### src/rtl/mux_scan_sequencer_if.sv
// mux_scan_sequencer_if
//   Groups the handshake and mux-facing signals of mux_scan_sequencer.
//   master : the environment side (drives start, returns the mux Y output)
//   slave  : the sequencer side
// Signals
//   start      request level toward the sequencer
//   y_in       Y output of the mux4to1 being scanned
//   s1, s2     mux select MSB / LSB
//   busy       scan in progress
//   data_out   packed scan result, bit k = Y while channel k was selected
//   data_valid one-cycle strobe marking a fresh data_out
interface mux_scan_sequencer_if;
  logic       start;
  logic       y_in;
  logic       s1;
  logic       s2;
  logic       busy;
  logic [3:0] data_out;
  logic       data_valid;

  modport master (
    output start,
    output y_in,
    input  s1,
    input  s2,
    input  busy,
    input  data_out,
    input  data_valid
  );

  modport slave (
    input  start,
    input  y_in,
    output s1,
    output s2,
    output busy,
    output data_out,
    output data_valid
  );
endinterface

### src/rtl/mux_scan_sequencer.sv
// mux_scan_sequencer
//   Walks the select pair of a mux4to1 through channels 0..3, holds each select for
//   SETTLE cycles, samples Y at the end of each hold and publishes the four samples as
//   one word with a single-cycle valid strobe.
// Ports
//   clk   clock, rising edge
//   rst   asynchronous active-high reset
//   scan  slave modport of mux_scan_sequencer_if (start, y_in in; s1, s2, busy,
//         data_out, data_valid out, all outputs registered)
// Parameters
//   SETTLE  cycles each select is held before Y is sampled (1..15)
//   B2B_EN  start seen at the final-sample edge chains straight into the next scan
//
// state | meaning
// IDLE  | selects parked at channel 0, waiting for start
// SCAN  | stepping through channels, settle timer running
module mux_scan_sequencer #(
  parameter int unsigned SETTLE = 1,
  parameter bit          B2B_EN = 1'b1
) (
  input logic                 clk,
  input logic                 rst,
  mux_scan_sequencer_if.slave scan
);

  typedef enum logic {IDLE, SCAN} state_t;

  // Settle timer counts down from SETTLE-1; zero is the sample edge.
  localparam logic [3:0] SETTLE_LAST = 4'(SETTLE - 1);

  state_t     state_q, state_d;
  logic [3:0] settle_q, settle_d;
  logic [1:0] chan_q, chan_d;
  logic [2:0] shadow_q, shadow_d;
  logic [3:0] dout_q, dout_d;
  logic       dv_q, dv_d;

  always_ff @(posedge clk or posedge rst) begin
    if (rst) begin
      state_q  <= IDLE;
      settle_q <= 4'd0;
      chan_q   <= 2'd0;
      shadow_q <= 3'd0;
      dout_q   <= 4'd0;
      dv_q     <= 1'b0;
    end else begin
      state_q  <= state_d;
      settle_q <= settle_d;
      chan_q   <= chan_d;
      shadow_q <= shadow_d;
      dout_q   <= dout_d;
      dv_q     <= dv_d;
    end
  end

  always_comb begin
    state_d  = state_q;
    settle_d = settle_q;
    chan_d   = chan_q;
    shadow_d = shadow_q;
    dout_d   = dout_q;
    dv_d     = 1'b0;

    unique case (state_q)
      IDLE: begin
        if (scan.start) begin
          state_d  = SCAN;
          chan_d   = 2'd0;
          settle_d = SETTLE_LAST;
          shadow_d = 3'd0;
        end
      end

      SCAN: begin
        if (settle_q != 4'd0) begin
          settle_d = settle_q - 4'd1;
        end else begin
          settle_d = SETTLE_LAST;
          unique case (chan_q)
            2'd0: shadow_d[0] = scan.y_in;
            2'd1: shadow_d[1] = scan.y_in;
            2'd2: shadow_d[2] = scan.y_in;
            2'd3: begin
              // Channel 3 goes straight into the result, never via the shadow.
              dout_d = {scan.y_in, shadow_q};
              dv_d   = 1'b1;
              if (B2B_EN && scan.start) begin
                shadow_d = 3'd0;
              end else begin
                state_d  = IDLE;
                settle_d = 4'd0;
              end
            end
            default: ;
          endcase
          chan_d = chan_q + 2'd1;
        end
      end

      default: state_d = IDLE;
    endcase
  end

  assign scan.s1         = chan_q[1];
  assign scan.s2         = chan_q[0];
  assign scan.busy       = (state_q == SCAN);
  assign scan.data_out   = dout_q;
  assign scan.data_valid = dv_q;

endmodule
### src/flat_wrapper.sv
// flat-port wrapper written by rule: the top's interface ports become plain ports
module mux_scan_sequencer_flat 
#(
  parameter int unsigned SETTLE = 1,
  parameter bit          B2B_EN = 1'b1
)
  (clk, rst, scan_start, scan_y_in, scan_s1, scan_s2, scan_busy, scan_data_out, scan_data_valid);
  mux_scan_sequencer_if scan_i ();
  input logic clk;
  input logic rst;
  input wire logic [$bits(scan_i.start)-1:0] scan_start;
  input wire logic [$bits(scan_i.y_in)-1:0] scan_y_in;
  output wire logic [$bits(scan_i.s1)-1:0] scan_s1;
  output wire logic [$bits(scan_i.s2)-1:0] scan_s2;
  output wire logic [$bits(scan_i.busy)-1:0] scan_busy;
  output wire logic [$bits(scan_i.data_out)-1:0] scan_data_out;
  output wire logic [$bits(scan_i.data_valid)-1:0] scan_data_valid;
  assign scan_i.start = scan_start;
  assign scan_i.y_in = scan_y_in;
  assign scan_s1 = scan_i.s1;
  assign scan_s2 = scan_i.s2;
  assign scan_busy = scan_i.busy;
  assign scan_data_out = scan_i.data_out;
  assign scan_data_valid = scan_i.data_valid;
  mux_scan_sequencer #(.SETTLE(SETTLE), .B2B_EN(B2B_EN)) u_core (.clk(clk), .rst(rst), .scan(scan_i));
endmodule
### config.mk
export PLATFORM = sky130hd
export DESIGN_NAME = mux_scan_sequencer_flat
export DESIGN_NICKNAME = d
export VERILOG_FILES = /design/src/rtl/mux_scan_sequencer_if.sv /design/src/rtl/mux_scan_sequencer.sv /design/src/flat_wrapper.sv
export SDC_FILE = /design/constraint.sdc
export NUM_CORES = 1
export LEC_CHECK = 0
export CORE_MARGIN = 5
export CORE_UTILIZATION = 55
export CTS_BUF_LIST = sky130_fd_sc_hd__clkbuf_8
export CTS_CLUSTER_SIZE = 40
export DETAILED_ROUTE_END_ITERATION = 16
export PLACE_DENSITY = 0.88
export SLEW_MARGIN = 20
export SYNTH_ARGS = -nofsm -noshare
export SYNTH_HDL_FRONTEND = slang
export SYNTH_SLANG_ARGS = --single-unit
### constraint.sdc
create_clock -name clk -period 3.9 [get_ports clk]
set_input_delay 0.39 -clock clk [delete_from_list [all_inputs] [get_ports clk]]
set_output_delay 0.39 -clock clk [all_outputs]
set_load 0.02 [all_outputs]
==> results.toml <==
[run_status]
status = "finished, final reports clean"

[synthesis]
mappedNetlistArea_um2 = 778
synth-seq-area-share_pct = 48.2
postSynth.topFlopCell = "sky130_fd_sc_hd__dfrtp_1"
synth_nets = 77
synthCells = 69
synth_area_per_cell_um2 = 11.3
share_of_async_settable_or_async_resettable_flops_after_synthesis_pct = 100
synth.lib_cells_used.distinct = 29
yosys_warnings = 0
synth.ff_latch_count = 15
number_of_enable_flip_flop_cells_after_synthesis = 0

[clock_tree]
cts_max_path_buffers = 2
clock_latency_ns = 0.24
post_cts_buffers = 0
cts_tree = "built"
cts-root-buf = "sky130_fd_sc_hd__clkbuf_8"
cts_hold_buf = 0
cts_htree_levels = 1
cts_made_buffers = 3
postCtsResizedCells = 0
cts.reportedPaths.clkPinSlew_ns = 0.06
clkSinkCount = 15

[critical_path]
r2r-start = "u_core.settle_q[0]"
cp_slowest_cell = "sky130_fd_sc_hd__clkdlybuf4s50_1"
timing.reg2reg.setup_slack_ns = 2.09
cp-startpoint = "u_core.scan.busy"
criticalPathCategory = "reg -> out"
cp.required_ns = 3.51
path_buf_inv = 1
cp_slowest_stage_delay_ns = 0.68
worst-endpoint-arrival_ns = 1.51
crit_path_cell_trace = "clkdlybuf4s50_1"
type_of_element_capturing_the_critical_path = "primary output"
cpLargestDelayFamily = "buffers and inverters"
worst-path-max-fanout = 13
critPathLaunchType = "register"

[finish]
area.sequential_um2 = 375
area_delta_synth_final_pct = 20.3
nFillCells = 95
nets = 91
final_layout_size_suffix_gt1_share_pct = 17.1
final_cell_area_um2 = 936
commonest_cells_after_routing_fill_and_taps_aside = "15 x sky130_fd_sc_hd__dfrtp_1, 11 x sky130_fd_sc_hd__clkdlybuf4s50_1, 8 x sky130_fd_sc_hd__nand2_1, 8 x sky130_fd_sc_hd__inv_1"
multi_input_area_um2 = 360
num_antenna_cells = 0
commonest_non_fill_non_tap_cell_in_the_layout = "sky130_fd_sc_hd__dfrtp_1"

[sta]
worst_pin_slew_ns = 0.568
hold_violations = 0
final.hold.worst_slack_ns = 0.500
unrepaired_setup_endpoints_after_global_routing = "no"
fin_skew_ns = 0.00249
setup_violations = 0
final.min_clock_period_ns = 1.90
fin_setup_tns_ns = 0
max_freq_ghz = 0.528
slew_headroom_pct = 62.1
fin_crit_sh_pct = 48.6
report.final.slew_viol_count = 0

[route]
drt_first_iter_violations = 9
wl_um = 1450
drc = 0
wire_per_inst_um = 14.9
vias_per_cell = 5.90
vias = 572
antenna_violating_nets_left = 0
firstDrtPassIters = 4

[floorplanning]
floorplan.rows = 13
starting_utilization_of_the_core_area_pct = 59.1
die_area_um2 = 2270
fp.dieW_um = 47.6
design.portCount = 12
fp.coreArea_um2 = 1320
die_height_um = 47.6

[min_path]
hold_path_class = "in -> async"

[global_route]
grt_pass1_wl_um = 2530
initial_antenna_violation_count = 0
grt_pass1_vias = 567
globalRouteOverflowTotal = 0
gr-usage-all-layers_pct = 16.5
grt_max_degree = 16

[power_and_ir_drop]
internal_power_uw = 482
power.net_switching_uw = 280
comb_power_share_pct = 45.5
pwr-share-clk_pct = 15.9
power-per-cell-area_nw_per_um2 = 814
max-vdd-ir-drop_uv = 492
sequentialPowerShare_pct = 38.6
swShare_pct = 36.8
leakagePower_uw = 0.000439

[placed_design]
place.detailed.hpwl_um = 1080
port-buffer-count = 11
placed_area_um2 = 891
gp_congestion = 0.847

[flow_run]
maxCapViolCount = 0
[final timing paths]
kind,endpoint,cells after the start
setup / recovery,scan_busy,1
hold / removal,u_core.shadow_q[2],2
setup reg to reg,u_core.scan.data_out[1],5
hold reg to reg,u_core.scan.data_out[1],1
max in group asynchronous,u_core.settle_q[0],2
min in group clk,u_core.scan.data_out[1],1
[state kept, by name (all words and copies together), names as in the netlist]
name and flops:
u_core.scan.data_out 4, u_core.settle_q 4, u_core.shadow_q 3, u_core.chan_q 2, u_core.scan.busy 1, u_core.scan.data_valid 1
[through the flow]
stage	std cells	utilization (%)	worst slack [ns]	power, uW
after floorplan	69	-	2.29	530
after global placement	93	67.6	2.17	629
after detailed placement	93	67.6	2.09	643
after CTS	97	71.0	2.01	766
after global routing	97	71.0	1.96	824
final	97	71.0	2.00	762
[cell type report]
| type | count | area share [%] |
|---|---|---|
| Inverter | 7 | 2.81 |
| Clock buffer | 3 | 4.41 |
| Clock inverter | 1 | 0.401 |
| Multi-Input combinational cell | 45 | 38.5 |
| Sequential cell | 15 | 40.1 |
| Timing Repair Buffer | 11 | 11.8 |
| Tap cell | 15 | 2.01 |
[synth_stat cells, types with 2 or more instances]
master	count	area, um^2
sky130_fd_sc_hd__a21oi_1	3	15.0
sky130_fd_sc_hd__a221o_1	2	20.0
sky130_fd_sc_hd__dfrtp_1	15	375
sky130_fd_sc_hd__ha_1	4	50.1
sky130_fd_sc_hd__inv_1	7	26.3
sky130_fd_sc_hd__mux2_4	4	60.1
sky130_fd_sc_hd__nand2_1	8	30.0
sky130_fd_sc_hd__nand3_1	2	10.0
sky130_fd_sc_hd__nor2_1	2	7.51
sky130_fd_sc_hd__o21ai_0	3	15.0
[routing by layer]
metal	track usage (%)	part of all wire (%)	vias up	routed length, um
li1	-	-	271	-
met1	20.9	49	272	715
met2	25.9	43	22	624
met3	4.14	5.1	7	73
met4	8.60	2.1	0	31
met5	0	0	-	0
[cells by family (layout without fill, tap and decap cells)]
family,after synthesis,count (layout),synth area share (%)
AOI/OAI and AO/OA,14,14,13.5
xor gates and xnor gates,1,1,1.13
adders and majority gates,4,4,6.43
buffers and inverters,9,22,5.47
DFF,15,15,48.2
muxes,5,5,9.16
and+or+nand+nor,21,21,16.1
[power groups by stage]
stage | Sequential, uW | Combinational, uW | Clock [uW]
CTS | 294 | 350 | 122
finish | 294 | 347 | 121
global placement | 292 | 337 | 0
floorplan | 319 | 212 | 0
detailed placement | 296 | 347 | 0
global route | 307 | 384 | 132
Power figures use the tool's default switching activity.
